--- config.mk ---
export PLATFORM = sky130hd
export DESIGN_NAME = mips32_prog_loader
export DESIGN_NICKNAME = d
export VERILOG_FILES = /design/src/rtl/mips32_prog_loader.sv
export SDC_FILE = /design/constraint.sdc
export NUM_CORES = 1
export LEC_CHECK = 0
export CELL_PAD_IN_SITES_DETAIL_PLACEMENT = 1
export CELL_PAD_IN_SITES_GLOBAL_PLACEMENT = 2
export CORE_ASPECT_RATIO = 0.8
export CORE_UTILIZATION = 29
export CTS_BUF_LIST = sky130_fd_sc_hd__clkbuf_8
export DETAILED_ROUTE_END_ITERATION = 6
export PLACE_DENSITY_LB_ADDON = 0.1
export SLEW_MARGIN = 40
export SYNTH_ARGS = -nofsm -noshare
export SYNTH_HDL_FRONTEND = slang
export SYNTH_SLANG_ARGS = --single-unit
export TNS_END_PERCENT = 20
--- constraint.sdc ---
create_clock -name clk1 -period 1.7 [get_ports clk1]
set_input_delay 0.17 -clock clk1 [delete_from_list [all_inputs] [get_ports clk1]]
set_output_delay 0.17 -clock clk1 [all_outputs]
set_load 0.01 [all_outputs]
--- src/rtl/mips32_prog_loader.sv ---
`default_nettype none
// ============================================================================
//  Module      : mips32_prog_loader
//  Description : Boot loader for the pipe_MIPS32 core. Accepts a framed byte
//                stream (HDR, N, 4*N big-endian data bytes, XOR checksum) on
//                a valid/ready interface. It writes each assembled 32-bit
//                instruction word into the core's unified memory starting at
//                BASE_ADDR, and it holds the core halted while loading. On a
//                good checksum it releases the core with a one-cycle start
//                pulse.
//  Ports       : clk1        - single clock, rising edge
//                rst         - synchronous active-high reset
//                in_valid    - byte stream valid
//                in_data     - byte stream data
//                in_ready    - loader accepts byte (transfer = valid & ready)
//                mem_we      - memory write strobe, one cycle per word
//                mem_addr    - memory word address
//                mem_wdata   - instruction word
//                core_halt   - holds core halted while 1
//                core_start  - one-cycle release pulse (PC := 0)
//                done        - load completed, core running
//                err         - sticky: bad checksum or oversize frame
//  Revision    : 1.0 - initial release
// ============================================================================
module mips32_prog_loader #(
    parameter int          ADDR_W    = 10,
    parameter int unsigned BASE_ADDR = 0,
    parameter logic [7:0]  HDR       = 8'hA5
) (
    input  logic              clk1,
    input  logic              rst,
    input  logic              in_valid,
    input  logic [7:0]        in_data,
    output logic              in_ready,
    output logic              mem_we,
    output logic [ADDR_W-1:0] mem_addr,
    output logic [31:0]       mem_wdata,
    output logic              core_halt,
    output logic              core_start,
    output logic              done,
    output logic              err
);

    // ------------------------------------------------------------------------
    // State encoding
    // ------------------------------------------------------------------------
    localparam logic [2:0] c_st_idle = 3'd0;
    localparam logic [2:0] c_st_len  = 3'd1;
    localparam logic [2:0] c_st_data = 3'd2;
    localparam logic [2:0] c_st_chk  = 3'd3;
    localparam logic [2:0] c_st_run  = 3'd4;

    // One past the last legal word address; a frame may end exactly here.
    localparam logic [32:0] c_limit = 33'd1 << ADDR_W;

    // ------------------------------------------------------------------------
    // Registers and their next-state values
    // ------------------------------------------------------------------------
    logic [2:0]        r_state,      w_state_nx;
    logic [7:0]        r_count,      w_count_nx;
    logic [7:0]        r_idx,        w_idx_nx;
    logic [1:0]        r_bpos,       w_bpos_nx;
    logic [31:0]       r_asm,        w_asm_nx;
    logic [7:0]        r_acc,        w_acc_nx;
    logic              r_in_ready,   w_in_ready_nx;
    logic              r_mem_we,     w_mem_we_nx;
    logic [ADDR_W-1:0] r_mem_addr,   w_mem_addr_nx;
    logic [31:0]       r_mem_wdata,  w_mem_wdata_nx;
    logic              r_core_halt,  w_core_halt_nx;
    logic              r_core_start, w_core_start_nx;
    logic              r_done,       w_done_nx;
    logic              r_err,        w_err_nx;

    logic              w_xfer;
    logic [31:0]       w_asm_shift;
    logic [32:0]       w_end;

    assign w_xfer      = in_valid & r_in_ready;
    assign w_asm_shift = {r_asm[23:0], in_data};
    assign w_end       = 33'(BASE_ADDR) + {25'd0, in_data};

    // ------------------------------------------------------------------------
    // Next-state and registered-output logic
    // ------------------------------------------------------------------------
    always_comb begin
        w_state_nx      = r_state;
        w_count_nx      = r_count;
        w_idx_nx        = r_idx;
        w_bpos_nx       = r_bpos;
        w_asm_nx        = r_asm;
        w_acc_nx        = r_acc;
        w_in_ready_nx   = 1'b1;
        w_mem_we_nx     = 1'b0;
        w_mem_addr_nx   = r_mem_addr;
        w_mem_wdata_nx  = r_mem_wdata;
        w_core_halt_nx  = r_core_halt;
        w_core_start_nx = 1'b0;
        w_done_nx       = r_done;
        w_err_nx        = r_err;

        if (w_xfer) begin
            case (r_state)
                // IDLE and RUN share header detection; anything else drops.
                c_st_idle, c_st_run: begin
                    if (in_data == HDR) begin
                        w_core_halt_nx = 1'b1;
                        w_done_nx      = 1'b0;
                        w_err_nx       = 1'b0;
                        w_state_nx     = c_st_len;
                    end
                end

                c_st_len: begin
                    w_count_nx = in_data;
                    w_idx_nx   = 8'd0;
                    w_bpos_nx  = 2'd0;
                    w_acc_nx   = 8'd0;
                    if (w_end > c_limit) begin
                        w_err_nx   = 1'b1;
                        w_state_nx = c_st_idle;
                    end else if (in_data == 8'd0) begin
                        w_state_nx = c_st_chk;
                    end else begin
                        w_state_nx = c_st_data;
                    end
                end

                c_st_data: begin
                    w_asm_nx  = w_asm_shift;
                    w_acc_nx  = r_acc ^ in_data;
                    w_bpos_nx = r_bpos + 2'd1;
                    if (r_bpos == 2'd3) begin
                        // Word complete: write next cycle and block input for
                        // that cycle, giving 4 bytes per 5 cycles.
                        w_mem_we_nx    = 1'b1;
                        w_mem_addr_nx  = ADDR_W'(BASE_ADDR) + ADDR_W'(r_idx);
                        w_mem_wdata_nx = w_asm_shift;
                        w_in_ready_nx  = 1'b0;
                        w_idx_nx       = r_idx + 8'd1;
                        if ((r_idx + 8'd1) == r_count) begin
                            w_state_nx = c_st_chk;
                        end
                    end
                end

                c_st_chk: begin
                    if (in_data == r_acc) begin
                        w_core_halt_nx  = 1'b0;
                        w_core_start_nx = 1'b1;
                        w_done_nx       = 1'b1;
                        w_state_nx      = c_st_run;
                    end else begin
                        w_err_nx   = 1'b1;
                        w_state_nx = c_st_idle;
                    end
                end

                default: begin
                    w_state_nx = c_st_idle;
                end
            endcase
        end
    end

    always_ff @(posedge clk1) begin
        if (rst) begin
            r_state      <= c_st_idle;
            r_count      <= 8'd0;
            r_idx        <= 8'd0;
            r_bpos       <= 2'd0;
            r_asm        <= 32'd0;
            r_acc        <= 8'd0;
            r_in_ready   <= 1'b0;
            r_mem_we     <= 1'b0;
            r_mem_addr   <= '0;
            r_mem_wdata  <= 32'd0;
            r_core_halt  <= 1'b1;
            r_core_start <= 1'b0;
            r_done       <= 1'b0;
            r_err        <= 1'b0;
        end else begin
            r_state      <= w_state_nx;
            r_count      <= w_count_nx;
            r_idx        <= w_idx_nx;
            r_bpos       <= w_bpos_nx;
            r_asm        <= w_asm_nx;
            r_acc        <= w_acc_nx;
            r_in_ready   <= w_in_ready_nx;
            r_mem_we     <= w_mem_we_nx;
            r_mem_addr   <= w_mem_addr_nx;
            r_mem_wdata  <= w_mem_wdata_nx;
            r_core_halt  <= w_core_halt_nx;
            r_core_start <= w_core_start_nx;
            r_done       <= w_done_nx;
            r_err        <= w_err_nx;
        end
    end

    assign in_ready   = r_in_ready;
    assign mem_we     = r_mem_we;
    assign mem_addr   = r_mem_addr;
    assign mem_wdata  = r_mem_wdata;
    assign core_halt  = r_core_halt;
    assign core_start = r_core_start;
    assign done       = r_done;
    assign err        = r_err;

endmodule
`default_nettype wire
* Yosys cells after proc, flatten, opt, wreduce, memory -nomap -nowiden
Index checks and enable logic that the tools add are counted.
** Word-level totals
- Bits in registers :: 99
- Output and inout port bits :: 48
- Word-level logic and storage cells :: 77
** Operators by class
- Add/subtract/negate cells :: 2
- $lt $le $gt $ge :: 1
- Equality and inequality tests :: 14
- Multiplexer cells :: 25
- Bitwise gates (word level) :: 5
- Reductions and logical operators :: 16
** Operators by type and width (number)
- $pmux W8 S2 :: 2
- $eq A8 B8 Y1 :: 2
- $mux W1 :: 12
- $mux W3 :: 4
- $ne A2 B2 Y1 const B :: 6
- $pmux W3 S4 :: 1
- $gt A8 B11 Y1 const B :: 1
- $add A8 B1 Y8 const B :: 1
- $eq A8 B8 Y1 const B :: 1
- $logic_not A8 Y1 :: 1
- $mux W8 :: 1
- $reduce_and A4 Y1 :: 2
- $xor A8 B8 Y8 :: 1
- $eq A3 B2 Y1 const B :: 2
- $reduce_and A2 Y1 :: 3
- $reduce_and A3 Y1 :: 2
- $reduce_or A3 Y1 :: 2
- $reduce_and A5 Y1 :: 1
- $pmux W1 S2 :: 2
- $pmux W2 S2 :: 1
- $reduce_bool A2 Y1 :: 2
- $eq A3 B1 Y1 const B :: 1
- $eq A3 B3 Y1 const B :: 1
- $logic_not A3 Y1 :: 1
- 8 further kinds :: 10

* Longest topological paths before layout
- Depth after elaboration :: 5
- Gate-level depth with buffers :: 7
- Mapped depth without buffers :: 6

* Worst setup path after synthesis
Ideal clock, no wire load.
- Path kind :: flip-flop to flip-flop
- Start :: register r_state[1]
- End :: register r_acc[7]
- Setup time :: 0.070 ns
- Arrival time :: 1.717 ns
- Data required time :: 1.630 ns
- Path slack :: -0.088 ns
- Stages on the path, launching flop included :: 8
- Cells stage by stage :: dfxtp_1 > or3b_2 > buf_2 > nor2_1 > buf_2 > nand2_1 > or2_2 > a21oi_1
** On the way
- Cells in the longest elaborated chain, start to end :: 3
** Ends and longest elaborated chain
- start, declared :: RTL line 59 : logic [2:0] r_state, w_state_nx;
- start signal, assigned :: RTL line 167 : r_state <= c_st_idle;
- start signal, assigned :: RTL line 182 : r_state <= w_state_nx;
- $eq A3 B2 Y1 / $eq A3 B1 Y1 (equally long branches) :: RTL line 102 : case (r_state)
- $reduce_bool A2 Y1 (no line)
- $reduce_and A2 Y1 (no line)
- end signal, assigned :: RTL line 187 : r_acc <= w_acc_nx;
- end, declared :: RTL line 64 : logic [7:0] r_acc, w_acc_nx;
Parallel ways exist; a longest one is shown, timed or not.
A chain may end at the register's enable or synchronous reset.

* Worst setup path after layout
- Start :: input in_data[1]
- End :: register r_state[0]
** On the way
- Cells in the longest elaborated chain, start to end :: 4
** Ends and longest elaborated chain
- start, declared :: RTL line 33 : input logic [7:0] in_data,
- branches (longest 4 deep; another with $gt A8 B11 Y1)
Several ways; the timed one is not identified.

==> metrics.csv <==
stage,metric,value,unit
global_routing,gr-total-overflow,0,
synth,yosysWarnings,0,
setup_path,cp.arrival,2.01,ns
floorplanning,die_area,0.0141,mm²
global_routing,grt_pass1_wl,19500,µm
pwr,p_int,0.00327,W
synth,ys.flop_type,dfxtp_1,
sta,setup_violations,1,
drt,wl_per_cell,15.7,µm
drt,drt_first_pass_iters,4,
setup_path,crit_slowest_cell,or4_1,
drt,vias_per_cell,4.81,
place,gp_congestion,0.811,
cells_and_area,antenna_cells,0,
sta,setup_slack,-0.00517,ns
synth,synth_cell_types,43,
setup_path,path_buf_inv,1,
pwr,powerDensity,782,mW/mm²
setup_path,cp_max_fo,2,
sta,hold-worst-slack,0.160,ns
pwr,power.switching,0.000921,W
place,io_buffers,56,
floorplanning,die_h,106,µm
global_routing,grt_start_max_net_pins,99,
outcome,violations,negative setup slack,
sta,fin_crit,1.71,ns
pwr,seq_power_share,55.3,%
floorplanning,die_w,132,µm
flow_run,max_cap_viol_count,0,
sta,finalHoldViolations,0,
cts,cts_buffers,9,
cells_and_area,final_nets,600,
synth,syn_inst,499,
sta,fin_setup_tns,-0.00517,ns
setup_path,required,2.00,ns
sta,slew_viol_final,0,
synth,synth-async-reset-ratio,0,%
cts,cts_hold_buffers,0,
synth,ys_ff_latch,99,
cells_and_area,area_growth,35.6,%
drt,vias,3682,
setup_path,cp_slowest_stage_delay,0.53,ns
synth,synth_edf_count,0,
cells_and_area,fin_util,41.0,%
cts,tritoncts,yes,
floorplanning,ioPinCount,59,
synth,syn-cell-area,0.00395,mm²
setup_path,critical_path.top_delay_family,simple AND/OR/NAND/NOR gates,
pwr,ir_worst_vdd,376,µV
global_routing,grt_usage,17.9,%
outcome,status,"finished, violations left",
drt,ant_nets,0,
pwr,p_sw_share,22.0,%
setup_path,r2r_slack,0.03,ns
cells_and_area,layout_common_cells,"138 x nand2_1, 94 x dfxtp_1, 87 x a21oi_1, 51 x buf_4, 48 x clkdlybuf4s50_1",
synth,avgSynthCellArea,7.91,µm²
setup_path,critical_path_class,in2reg,
setup_path,cp_cell_sequence,clkdlybuf4s50_1 -> or4_4 -> nor3_2 -> nor2_1 -> or4_1 -> nor4_2,
setup_path,worstRegToRegCells,6,
global_routing,antenna_found_initial,0,
min_path,whs_path_depth,3,
setup_path,reg2reg_to,r_state[0],
setup_path,worst_setup_path_end_kind,register,
drt,routed_wl,12000,µm
synth,ys_seq_area_share,50.2,%
pwr,clkPwrFrac,41.4,%
min_path,worstHoldStart,rst,
cells_and_area,mostFrequentLayoutCell,nand2_1,
floorplanning,fp-row-count,37,
pwr,p_leak,1.85,nW
cts,cts_max_path_buffers,2,
sta,rsz0062_at_grt,yes,
drt,route.detailed.drc,0,
pwr,comb_power_share,3.2,%
sta,timing.final.crit_share,100,%
sta,timing.fmax,586,MHz
setup_path,crit_path_start_kind,input pin,
cts,cts_root_buffer,clkbuf_8,
cells_and_area,drive_above_1_share,16.9,%
floorplanning,core,0.0131,mm²
cts,htree_levels,3,
sta,skew,0.00939,ns
setup_path,reg2reg_from,r_state[0],
global_routing,grt_pass1_vias,3713,
cts,cts.sinks,99,
place,dp_hpwl,8430,µm
floorplanning,start_util,30.2,%
min_path,hold_end,r_state[0],
cts,cts.clk_slew.worst_paths,0.10,ns
min_path,hold_path.class,in2reg,
cts,worst_skew_pair.late_latency,0.38,ns
drt,first_iter_violations,145,
==> cell type report <==
| type | instances | area [µm²] |
|---|---|---|
| clock inverter | 4 | 73.8 |
| clock buffer | 11 | 151 |
| inverter | 4 | 15.0 |
| multi-input combinational | 363 | 1920 |
| timing repair buffer | 110 | 987 |
| tap | 175 | 219 |
| sequential | 99 | 1990 |
| fill | 1597 | 7700 |
==> synth_stat cells (all sizes together), types with 2 or more instances <==
cell / count / share of area [%]
a21oi: 87 / 11
xor2: 7 / 1.6
nand3b: 2 / 0.38
or3: 4 / 0.63
a31oi: 2 / 0.32
nor3: 6 / 0.89
nand2b: 2 / 0.32
ha: 2 / 0.63
and2: 2 / 0.32
and3: 2 / 0.32
inv: 4 / 0.38
dfxtp: 99 / 50
nand3: 6 / 0.76
nor4: 2 / 0.32
or2: 6 / 0.95
mux2i: 9 / 2.3
or4: 3 / 0.67
nand4: 3 / 0.48
nand2: 138 / 13
nor2: 35 / 3.3
a2111oi: 2 / 0.44
nor4b: 3 / 0.67
xnor2: 7 / 1.6
nor2b: 4 / 0.63
clkbuf: 21 / 2.0
o21ai: 18 / 2.3
buf: 13 / 1.6
==> through the flow <==
step | total power [W] | std cells | setup WS, ns | area, µm²
finish | 0.00419 | 766 | -0.00517 | 5350
global route | 0.00436 | 766 | -0.0658 | 5350
CTS | 0.00425 | 766 | 0.000763 | 5280
detailed placement | 0.00251 | 750 | -0.564 | 5000
global placement | 0.00251 | 750 | -0.524 | 5000
floorplan | 0.00243 | 500 | 0.00312 | 3970
==> layer usage <==
metal / track usage (%) / part of all wire (%) / vias up
met1: 24.8 / 51 / 1769
met2: 27.2 / 43 / 67
met3: 4.58 / 4.3 / 12
li1: - / - / 1834
met5: 0 / 0 / -
met4: 5.67 / 1.2 / 0
==> power by group through the flow <==
stage                     clock network, W  registers (W)  logic [W]
after global placement                   0        0.00237   0.000136
after global routing               0.00189        0.00232   0.000147
after floorplan                          0        0.00237  0.0000542
after CTS                          0.00180        0.00232   0.000138
final                              0.00174        0.00232   0.000135
after detailed placement                 0        0.00237   0.000138
==> tightest hold or removal path: cells and delay by family <==
family                 cells  cell delay, ns
buffers and inverters      1            0.15
and+or+nand+nor            2            0.19
==> state kept, by name (all words and copies together), names as in the netlist <==
signal      flops
mem_wdata      32
r_asm          24
mem_addr        8
r_acc           8
r_count         8
r_idx           8
r_state         3
r_bpos          2
core_halt       1
core_start      1
done            1
err             1
in_ready        1
mem_we          1
==> cells by family (layout without fill, tap and decap cells) <==
kind of cell | count (synthesis) | after routing | synth area share, %
buf+inv | 38 | 129 | 3.99
mux | 10 | 10 | 2.57
flops | 99 | 99 | 50.2
xor+xnor | 14 | 14 | 3.11
simple gates | 220 | 220 | 24.2
other cells | 1 | 2 | 0.0950
compound gates | 115 | 115 | 15.2
fa+ha+maj | 2 | 2 | 0.634
==> how the worst max path moves through the flow <==
stage	start	endpoint	cells past startpoint
after floorplan	r_state[2]	r_acc[7]	7
after global placement	in_data[1]	done	7
after detailed placement	in_data[1]	r_state[0]	6
after CTS	in_data[0]	r_state[0]	6
after global routing	r_state[0]	r_count[4]	7
final	in_data[1]	r_state[0]	6
==> what timing repair did <==
action                     CTS  global route
pin swaps                    5             4
setup endpoints to repair   21            31
setup buffers                1             0
resized for setup           17            21
cloned                       0             0
No activity file was read; power rests on OpenSTA's default activity.
